## src/rtl/burst_scheduler_if.sv

```systemverilog
// Burst scheduler signal bundle.
// master: the interrupter side that raises req/ocd/fault_clr and observes the status.
// slave : the scheduler itself.
// req and ocd are level signals from asynchronous sources. fault_clr is a single-cycle
// pulse in the clk domain. The outputs are levels decoded from the scheduler state.
interface burst_scheduler_if #(
    parameter int STRIKES_W = 2
);
    logic                 req;
    logic                 ocd;
    logic                 fault_clr;
    logic                 en;
    logic                 sel_hold;
    logic                 busy;
    logic                 fault;
    logic [STRIKES_W-1:0] strikes;

    modport master (
        output req, ocd, fault_clr,
        input  en, sel_hold, busy, fault, strikes
    );

    modport slave (
        input  req, ocd, fault_clr,
        output en, sel_hold, busy, fault, strikes
    );
endinterface

```

## src/rtl/burst_scheduler.sv

```systemverilog
// burst_scheduler: turns the fibre interrupter request into bounded bursts.
// Each burst is capped at ON_MAX cycles and followed by at least OFF_MIN cycles of
// cooldown. An overcurrent aborts the burst. OCD_TRIP_N consecutive overcurrent
// aborts latch a fault, which needs fault_clr (with req low) to clear.
// Optional macro BURST_SCHEDULER_DUTY_LIMIT_EN: when defined, the cooldown stretches
// to max(OFF_MIN, burst_length*OFF_RATIO) cycles.
module burst_scheduler #(
    parameter int CLK_MHZ         = 100,
    parameter int ON_TIME_MAX_US  = 200,
    parameter int OFF_TIME_MIN_US = 1000,
    parameter int OCD_TRIP_N      = 3,
    parameter int OFF_RATIO       = 10
) (
    input  logic              clk,
    input  logic              rst,
    burst_scheduler_if.slave  bus
);
    localparam int ON_MAX  = CLK_MHZ * ON_TIME_MAX_US;
    localparam int OFF_MIN = CLK_MHZ * OFF_TIME_MIN_US;
`ifdef BURST_SCHEDULER_DUTY_LIMIT_EN
    localparam int PROD_MAX = ON_MAX * OFF_RATIO;
    localparam int PROD_W   = $clog2(PROD_MAX) + 1;
    localparam int OFF_MAX  = (PROD_MAX > OFF_MIN) ? PROD_MAX : OFF_MIN;
`else
    localparam int OFF_MAX  = OFF_MIN;
`endif
    localparam int ON_W  = $clog2(ON_MAX) + 1;
    localparam int OFF_W = $clog2(OFF_MAX) + 1;
    localparam int STR_W = $clog2(OCD_TRIP_N + 1);

    localparam logic [ON_W-1:0]  ON_LOAD  = ON_W'(ON_MAX - 1);
    localparam logic [OFF_W-1:0] OFF_LOAD = OFF_W'(OFF_MIN - 1);
    localparam logic [STR_W-1:0] STR_TRIP = STR_W'(OCD_TRIP_N);

    typedef enum logic [1:0] {
        IDLE     = 2'd0,
        ON       = 2'd1,
        COOLDOWN = 2'd2,
        FAULT    = 2'd3
    } state_t;

    state_t            state_q, state_d;
    logic [ON_W-1:0]   on_cnt_q, on_cnt_d;
    logic [OFF_W-1:0]  off_cnt_q, off_cnt_d;
    logic [STR_W-1:0]  strikes_q, strikes_d;
    logic [STR_W-1:0]  strikes_inc;
    logic [OFF_W-1:0]  cool_load;

    logic req_m, req_s, req_d;
    logic ocd_m, ocd_s;
    logic req_rise;

    // Two-flop synchronisers. req history resets high so a req held through reset
    // never looks like a fresh rising edge.
    always_ff @(posedge clk or posedge rst) begin
        if (rst) begin
            req_m <= 1'b1;
            req_s <= 1'b1;
            req_d <= 1'b1;
            ocd_m <= 1'b0;
            ocd_s <= 1'b0;
        end else begin
            req_m <= bus.req;
            req_s <= req_m;
            req_d <= req_s;
            ocd_m <= bus.ocd;
            ocd_s <= ocd_m;
        end
    end

    assign req_rise    = req_s & ~req_d;
    assign strikes_inc = strikes_q + STR_W'(1);

`ifdef BURST_SCHEDULER_DUTY_LIMIT_EN
    logic [ON_W-1:0]   elapsed_q;
    logic [PROD_W-1:0] burst_len;
    logic [PROD_W-1:0] cool_prod;

    // Counts cycles spent in ON; it sits at zero outside a burst.
    always_ff @(posedge clk or posedge rst) begin
        if (rst) begin
            elapsed_q <= '0;
        end else if (state_q == ON) begin
            elapsed_q <= elapsed_q + ON_W'(1);
        end else begin
            elapsed_q <= '0;
        end
    end

    // Cooldown reload: the longer of OFF_MIN and burst length times OFF_RATIO.
    always_comb begin
        burst_len = PROD_W'(elapsed_q) + PROD_W'(1);
        cool_prod = burst_len * PROD_W'(OFF_RATIO);
        if (OFF_W'(cool_prod) > OFF_W'(OFF_MIN)) begin
            cool_load = OFF_W'(cool_prod) - OFF_W'(1);
        end else begin
            cool_load = OFF_LOAD;
        end
    end
`else
    assign cool_load = OFF_LOAD;
`endif

    // State register together with the burst, cooldown and strike counters.
    always_ff @(posedge clk or posedge rst) begin
        if (rst) begin
            state_q   <= IDLE;
            on_cnt_q  <= '0;
            off_cnt_q <= '0;
            strikes_q <= '0;
        end else begin
            state_q   <= state_d;
            on_cnt_q  <= on_cnt_d;
            off_cnt_q <= off_cnt_d;
            strikes_q <= strikes_d;
        end
    end

    // Next-state and counter update. ON exits are checked as overcurrent first,
    // then request drop, then timeout.
    always_comb begin
        state_d   = state_q;
        on_cnt_d  = on_cnt_q;
        off_cnt_d = off_cnt_q;
        strikes_d = strikes_q;
        unique case (state_q)
            IDLE: begin
                if (req_rise) begin
                    state_d  = ON;
                    on_cnt_d = ON_LOAD;
                end
            end
            ON: begin
                if (ocd_s) begin
                    strikes_d = strikes_inc;
                    if (strikes_inc == STR_TRIP) begin
                        state_d = FAULT;
                    end else begin
                        state_d   = COOLDOWN;
                        off_cnt_d = cool_load;
                    end
                end else if (!req_s || (on_cnt_q == '0)) begin
                    state_d   = COOLDOWN;
                    off_cnt_d = cool_load;
                    strikes_d = '0;
                end else begin
                    on_cnt_d = on_cnt_q - ON_W'(1);
                end
            end
            COOLDOWN: begin
                if (off_cnt_q == '0) begin
                    state_d = IDLE;
                end else begin
                    off_cnt_d = off_cnt_q - OFF_W'(1);
                end
            end
            FAULT: begin
                // Clearing is only honoured once the request has been released.
                if (bus.fault_clr && !req_s) begin
                    state_d   = COOLDOWN;
                    off_cnt_d = OFF_LOAD;
                    strikes_d = '0;
                end
            end
            default: state_d = IDLE;
        endcase
    end

    // Outputs decoded straight from the state register.
    always_comb begin
        bus.en       = (state_q == ON);
        bus.sel_hold = (state_q != ON);
        bus.busy     = (state_q == ON) || (state_q == COOLDOWN);
        bus.fault    = (state_q == FAULT);
        bus.strikes  = strikes_q;
    end
endmodule

```

## src/flat_wrapper.sv

```systemverilog
// flat-port wrapper written by rule: the top's interface ports become plain ports
module burst_scheduler_flat 
#(
    parameter int CLK_MHZ         = 100,
    parameter int ON_TIME_MAX_US  = 200,
    parameter int OFF_TIME_MIN_US = 1000,
    parameter int OCD_TRIP_N      = 3,
    parameter int OFF_RATIO       = 10
)
  (clk, rst, bus_req, bus_ocd, bus_fault_clr, bus_en, bus_sel_hold, bus_busy, bus_fault, bus_strikes);
  burst_scheduler_if bus_i ();
  input  logic clk;
  input  logic rst;
  input wire logic [$bits(bus_i.req)-1:0] bus_req;
  input wire logic [$bits(bus_i.ocd)-1:0] bus_ocd;
  input wire logic [$bits(bus_i.fault_clr)-1:0] bus_fault_clr;
  output wire logic [$bits(bus_i.en)-1:0] bus_en;
  output wire logic [$bits(bus_i.sel_hold)-1:0] bus_sel_hold;
  output wire logic [$bits(bus_i.busy)-1:0] bus_busy;
  output wire logic [$bits(bus_i.fault)-1:0] bus_fault;
  output wire logic [$bits(bus_i.strikes)-1:0] bus_strikes;
  assign bus_i.req = bus_req;
  assign bus_i.ocd = bus_ocd;
  assign bus_i.fault_clr = bus_fault_clr;
  assign bus_en = bus_i.en;
  assign bus_sel_hold = bus_i.sel_hold;
  assign bus_busy = bus_i.busy;
  assign bus_fault = bus_i.fault;
  assign bus_strikes = bus_i.strikes;
  burst_scheduler #(.CLK_MHZ(CLK_MHZ), .ON_TIME_MAX_US(ON_TIME_MAX_US), .OFF_TIME_MIN_US(OFF_TIME_MIN_US), .OCD_TRIP_N(OCD_TRIP_N), .OFF_RATIO(OFF_RATIO)) u_core (.clk(clk), .rst(rst), .bus(bus_i));
endmodule
```

## config.mk

```make
export PLATFORM = sky130hd
export DESIGN_NAME = burst_scheduler_flat
export DESIGN_NICKNAME = d
export VERILOG_FILES = /design/src/rtl/burst_scheduler_if.sv /design/src/rtl/burst_scheduler.sv /design/src/flat_wrapper.sv
export SDC_FILE = /design/constraint.sdc
export NUM_CORES = 1
export LEC_CHECK = 0
export CELL_PAD_IN_SITES_DETAIL_PLACEMENT = 0
export CELL_PAD_IN_SITES_GLOBAL_PLACEMENT = 1
export CORE_MARGIN = 2
export CORE_UTILIZATION = 45
export DETAILED_ROUTE_END_ITERATION = 6
export PLACE_DENSITY_LB_ADDON = 0.1
export SLEW_MARGIN = 20
export SYNTH_ARGS = -nofsm -noshare
export SYNTH_HDL_FRONTEND = slang
export SYNTH_SLANG_ARGS = --single-unit
```

## constraint.sdc

```tcl
create_clock -name clk -period 3 [get_ports clk]
set_input_delay 0.6 -clock clk [delete_from_list [all_inputs] [get_ports clk]]
set_output_delay 0.6 -clock clk [all_outputs]
set_load 0.005 [all_outputs]
```

==> reports/results.txt, run 1 <==
Cell taking the most area after synthesis -> dfrtp_1
CTS buffer count -> 5
Iteration count of the initial detailed-routing pass -> 4
Maximum vdd drop -> 0.284 mV
Slowest CP cell -> clkdlybuf4s50_1
NetSw -> 0.000218 W
Grt ovf -> 0
Die height -> 78.0 um
Crit Path Category -> flop to output pin
CP cell instances -> inv_1 > ha_1 > buf_4 > inv_1 > clkdlybuf4s50_1
Clk sinks -> 43
Sequential share of power -> 60.4%
CP Depth -> 5
Area share of the largest cell type after synthesis -> 40.6%
Max cap viols -> 0
CP startpoint kind -> flop
Comb pwr share -> 2.0%
Core area -> 5200 um^2
Placer Congestion -> 0.781
Detailed Place HPWL -> 3940 um
Post-CTS sizing -> 0
Vias in the first global route -> 2,070
Syn Area/Cell -> 9.52 um^2
Buffer count from post-CTS setup fixing -> 0
Worst skew pair latency -> 290 ps
CTS Root Buffer Type -> clkbuf_8
Ys Warns -> 0
Clk_skew -> 3.36 ps
Worst min-delay path category -> flop to flop
Layout cell share with drive strength beyond 1 -> 11.5%
Worst Path Required -> 2400 ps
Largest net degree at the start of global routing -> 44
Switching share of power -> 22.4%
Clock-pin slew on the worst setup and hold paths -> 80 ps
Max frequency -> 0.409 GHz
Die area -> 6090 um^2
Mapped Cells -> 259
Worst Path Arrival -> 1840 ps
Crit-path most repeated cell -> inv_1
Initial drt markers -> 67
Synth async-reset ratio -> 100%
CP Buf/Inv Count -> 4
Initial antenna violation count -> 0
Register bit count reported by yosys -> 43
Pwr per Cell Area -> 351 nW/um^2
Reg2Reg Depth -> 8
GRT Util Overall -> 20.0%
Setup TNS -> 0 ps
ANT nets after route -> 0
CTS Hold Bufs -> 0
Setup crit end kind -> output pin
CP max FO -> 9
Synth top cells by count -> dfrtp_1 (40), a21oi_1 (18), nor2_1 (18)
Library cells used by synthesis -> 52
First-pass GRT wire length -> 9760 um
# setup viols final -> 0
Synth-to-layout area growth -> 12.2%
TritonCTS clock tree -> built
Die width -> 78.0 um
CP top delay family -> buffers and inverters
Top-count cell post-synth -> dfrtp_1
Slew Limit Fails -> 0
Routed vias -> 2,040
Post-synth EDFFs -> 0
Top_reg_cell synth -> dfrtp_1
Fin nets -> 291
Crit-path max cell delay -> 540 ps
# IOs -> 11
Final Cycle Share -> 81.5%
Internal -> 0.000753 W
Syn_nets -> 273
Routed vias/inst -> 5.86
Avg WL per Cell -> 15.8 um
Final wirelength -> 5500 um
Non-Filler Instances -> 348
Seq/Total Area, Yosys -> 43.8%
Power share of the clock group -> 37.6%
Final hold viol count -> 0
Slew HR -> 40.2%
Status -> completed
Port Buffer Count -> 10
LEAKAGE -> 1.14 nW
Placed Cells -> 340
Worst-Margin Slew -> 896 ps
Synth area leaders -> dfrtp_1 (41%), ha_1 (4.6%), a21oi_1 (3.7%)
RSZ-0062 raised after global routing -> no
Initial Util -> 47.4%
Htree depth -> 2
Synth Cell Area -> 2470 um^2
Ant diodes -> 0
DRC viols -> 0
Hold Crit Depth -> 0
Clock Path Buffers -> 2
Period minus WS final -> 2440 ps
Cell Rows -> 26
## placed cells by master, fill, tap and decap left out, types with 2 or more instances in the layout
master	instances
nor2_1	18
or3_1	7
clkdlybuf4s50_1	10
o21ai_1	4
nor4_1	8
a31oi_1	2
nand4_1	8
o31ai_1	10
mux2i_1	2
xor2_1	6
nor3b_1	2
nand3_1	12
nor4_2	2
a21oi_1	18
ha_1	9
nand3b_1	5
inv_1	8
and3_1	3
a211oi_1	2
nor3_1	9
and2_1	3
nand2_1	15
dfrtp_1	40
a31o_2	2
dfstp_2	3
a21o_1	4
nand2b_1	3
buf_4	9
and4_1	3
nor4b_1	2
or4_1	10
o21ai_0	11
clkbuf_8	5
## cells by family after synthesis
| family | Yosys count | synth area share, % |
|---|---|---|
| DFF | 43 | 43.8 |
| adders and majority gates | 9 | 4.57 |
| muxes | 3 | 1.27 |
| xor gates and xnor gates | 6 | 2.13 |
| buffers and inverters | 17 | 2.99 |
| and+or+nand+nor | 118 | 28.7 |
| AOI/OAI and AO/OA | 63 | 16.6 |
## worst register-to-register path: stages (launching register included)
cell and delay (ps):
dfrtp_1 400, inv_1 120, ha_1 170, nor4b_1 280, and4_1 320, o21ai_1 80
buf_4 210, or4_1 530, a21oi_1 160
## power groups by stage
stage	clock network [W]	logic, W	registers, W
after floorplan	0	0.0000110	0.000597
after global placement	0	0.0000201	0.000598
after detailed placement	0	0.0000205	0.000598
after CTS	0.000382	0.0000204	0.000586
after global routing	0.000403	0.0000226	0.000587
final	0.000366	0.0000191	0.000586
## area by class of cell
type | instances | area (um^2)
clock buffers | 6 | 72.6
flip-flops and latches | 43 | 1080
repair buffers | 19 | 168
well taps | 70 | 87.6
clock inverters | 2 | 12.5
inverters | 9 | 33.8
multi-input cells | 199 | 1310
fillers | 506 | 2440
## final timing paths
| kind | from | end | slack [ps] |
|---|---|---|---|
| worst max register to register | u_core.on_cnt_q[0] | u_core.off_cnt_q[6] | 650 |
| worst max-delay path | u_core.state_q[1] | bus_sel_hold | 560 |
| min in group asynchronous | rst | u_core.off_cnt_q[14] | 820 |
| worst min register to register | u_core.ocd_m | u_core.ocd_s | 350 |
| max in group asynchronous | rst | u_core.on_cnt_q[10] | 1630 |
| worst min-delay path | u_core.ocd_m | u_core.ocd_s | 350 |
## routing by layer
layer	GRT usage, %	share of wire (%)	routed length [um]	up-vias
met2	34.9	49	2680	17
met5	0	0	0	-
met3	3.45	1.8	100	4
li1	-	-	-	1023
met1	26.1	49	2680	996
met4	4.21	0.76	42	0
## registers in the layout (all words and copies together) (netlist names)
register,flops
u_core.ocd_s,1
u_core.on_cnt_q,16
u_core.state_q,2
u_core.req_s,1
u_core.ocd_m,1
u_core.off_cnt_q,18
u_core.req_d,1
u_core.req_m,1
u_core.bus.strikes,2
## stage by stage
stage | setup WS (ps) | total power, W | utilization, % | cell area [um^2] | hold WS, ps
floorplan | 794 | 0.000608 | - | 2470 | 331
global placement | 630 | 0.000618 | 51.5 | 2680 | 334
detailed placement | 606 | 0.000618 | 51.5 | 2680 | 337
CTS | 534 | 0.000988 | 53.1 | 2770 | 359
global route | 411 | 0.00101 | 53.1 | 2770 | 364
finish | 555 | 0.000971 | 53.1 | 2770 | 353
Power figures use the tool's default switching activity.
==> inputs of run 2 (changes only) <==
--- a/config.mk
+++ b/config.mk
@@ -8,7 +8,7 @@
 export CELL_PAD_IN_SITES_DETAIL_PLACEMENT = 0
 export CELL_PAD_IN_SITES_GLOBAL_PLACEMENT = 1
 export CORE_MARGIN = 2
-export CORE_UTILIZATION = 45
+export CORE_UTILIZATION = 42
 export DETAILED_ROUTE_END_ITERATION = 6
 export PLACE_DENSITY_LB_ADDON = 0.1
 export SLEW_MARGIN = 20
==> constraint.sdc (replaced) <==
create_clock -name clk -period 2.1 [get_ports clk]
set_input_delay 0.42 -clock clk [delete_from_list [all_inputs] [get_ports clk]]
set_output_delay 0.42 -clock clk [all_outputs]
set_load 0.005 [all_outputs]
==> run 2 against run 1 <==
Net effect: the run now ends with negative setup slack left; non-clock buffer count grew 65; setup slack lost 610 ps; count of clock-buffer cells in the layout grew 2; sequential power up 43%; critical path type is now flop to flop; utilization increased by 10 points; worst hold slack hardly changed; first-iteration DRC count is 9.0% lower; largest cell class unchanged; clock power rose by 59%.
==> reports/results.txt, run 2 (synthesized netlist as in run 1, its figures left out) <==
Htree depth -> 2 (unchanged)
CTS Hold Bufs -> 0 (unchanged)
Grt ovf -> 0 (unchanged)
Port Buffer Count -> 10 (unchanged)
CTS buffer count -> 5 (unchanged)
Setup TNS -> -94.6 ps (-94.6 ps)
Worst-Margin Slew -> 482 ps (-414 ps)
Max frequency -> 0.463 GHz
Vias in the first global route -> 2,323 (+12%)
Final wirelength -> 6620 um (+20%)
TritonCTS clock tree -> built
Final WS setup -> -58.3 ps (-614 ps)
RSZ-0062 raised after global routing -> yes
Clk sinks -> 43 (unchanged)
Crit Path Category -> flop to flop
Max FFs per register -> 18 (unchanged)
Ant diodes -> 0 (unchanged)
First-pass GRT wire length -> 11,000 um (+12%)
Fin nets -> 356 (+22%)
Most frequent cells in the layout -> buf_4 (66), dfrtp_1 (39), nor2_1 (18)
Die width -> 80.6 um (+3.3%)
GRT Util Overall -> 22.0% (+2.1 points)
Cell Rows -> 27 (+3.8%)
DRC viols -> 0 (unchanged)
Clk_skew -> 9.49 ps (+6.12 ps)
Synth-to-layout area growth -> 43.8%
Core area -> 5570 um^2 (+7.1%)
CP max FO -> 7 (-2)
Largest Register -> u_core.off_cnt_q
Final Cycle Share -> 103%
CP startpoint kind -> flop
Routed vias/inst -> 5.62 (-4.1%)
Setup crit end kind -> flop
Violations in the final reports -> negative setup slack
Clock Path Buffers -> 2 (unchanged)
Period minus WS final -> 2160 ps
Slew Limit Fails -> 0 (unchanged)
# setup viols final -> 4 (+4)
Clock-pin slew on the worst setup and hold paths -> 90 ps (about the same)
Initial Util -> 44.2% (-3.1 points)
Placer Congestion -> 0.815 (+4.4%)
Commonest non-fill, non-tap cell in the layout -> buf_4
Layout cell share with drive strength beyond 1 -> 38.5% (+27 points)
Iteration count of the initial detailed-routing pass -> 4 (unchanged)
Largest regs -> u_core.off_cnt_q: 18 flops, u_core.on_cnt_q: 16 flops
Worst Path Required -> 2270 ps (-130 ps)
Max cap viols -> 0 (unchanged)
Total Power -> 0.00145 W (+50%)
Worst Path Arrival -> 2330 ps (+490 ps)
Routed vias -> 2,332 (+14%)
Worst min-delay path category -> flop to flop
Final hold viol count -> 0 (unchanged)
Largest net degree at the start of global routing -> 30 (-32%)
# IOs -> 11 (unchanged)
Pwr per Cell Area -> 410 nW/um^2 (+17%)
Avg WL per Cell -> 16.0 um (+0.89%)
CTS Root Buffer Type -> clkbuf_8
LEAKAGE -> 1.54 nW (+35%)
Die height -> 80.6 um (+3.3%)
ANT nets after route -> 0 (unchanged)
Detailed Place HPWL -> 4470 um (+14%)
Initial antenna violation count -> 0 (unchanged)
Worst skew pair latency -> 300 ps (about the same)
Maximum vdd drop -> 0.340 mV (+20%)
Status -> complete, but fails checks
Initial drt markers -> 61 (-9.0%)
Slew HR -> 67.6% (+27 points)
Die area -> 6500 um^2 (+6.8%)
run 2: repair_timing:
action,CTS,global route
pin swaps,10,14
setup buffers,6,9
cloned,1,2
gates resized for setup,19,31
endpoints found under the setup margin,18,21
hold endpoints to repair,0,0
run 2: where the power goes:
part           switching [W]  total (W)  internal [W]
logic              0.0000215  0.0000352     0.0000137
clock network       0.000281   0.000581      0.000300
registers         0.00000360   0.000838      0.000834
total               0.000306    0.00145       0.00115
run 2: critical path, stage by stage, from the launching register on:
cell	delay (ps)
dfrtp_1	390
or4_4	570
nor3b_4	260
buf_6	180
nand3_4	70
o31a_1	240
or3_1	320
run 2: area by class of cell:
type | instances | area, um^2
well taps | 72 | 90.1
multi-input cells | 199 | 1510
inverters | 9 | 33.8
flip-flops and latches | 43 | 1080
clock buffers | 8 | 100
repair buffers | 84 | 729
fillers | 489 | 2030
run 2: worst paths after layout:
check / cells after the start / end / slack [ps] / from
min reg2reg: 0 / u_core.ocd_s / 350 / u_core.ocd_m
max in group asynchronous: 3 / u_core.req_d / 1120 / rst
max reg2reg: 6 / u_core.off_cnt_q[15] / -60 / u_core.off_cnt_q[2]
max: 6 / u_core.off_cnt_q[15] / -60 / u_core.off_cnt_q[2]
min in group asynchronous: 2 / u_core.off_cnt_q[8] / 420 / rst
min: 0 / u_core.ocd_s / 350 / u_core.ocd_m
run 2: metal layers:
metal / vias up / GRT usage [%] / wire length (um)
met1: 1134 / 27.5 / 2880
li1: 1148 / - / -
met3: 15 / 4.27 / 156
met4: 0 / 7.12 / 145
met2: 35 / 38.1 / 3440
met5: - / 0 / 0
run 2: stage by stage:
stage	hold WS (ps)	utilization [%]	setup WS [ps]	instances	area, um^2
final	354	63.6	-58.3	415	3550
after global routing	372	63.6	-108	415	3550
after CTS	358	59.6	-29.3	404	3320
after detailed placement	339	55.1	-202	389	3070
after global placement	333	55.1	-138	389	3070
after floorplan	331	-	2.54	259	2480
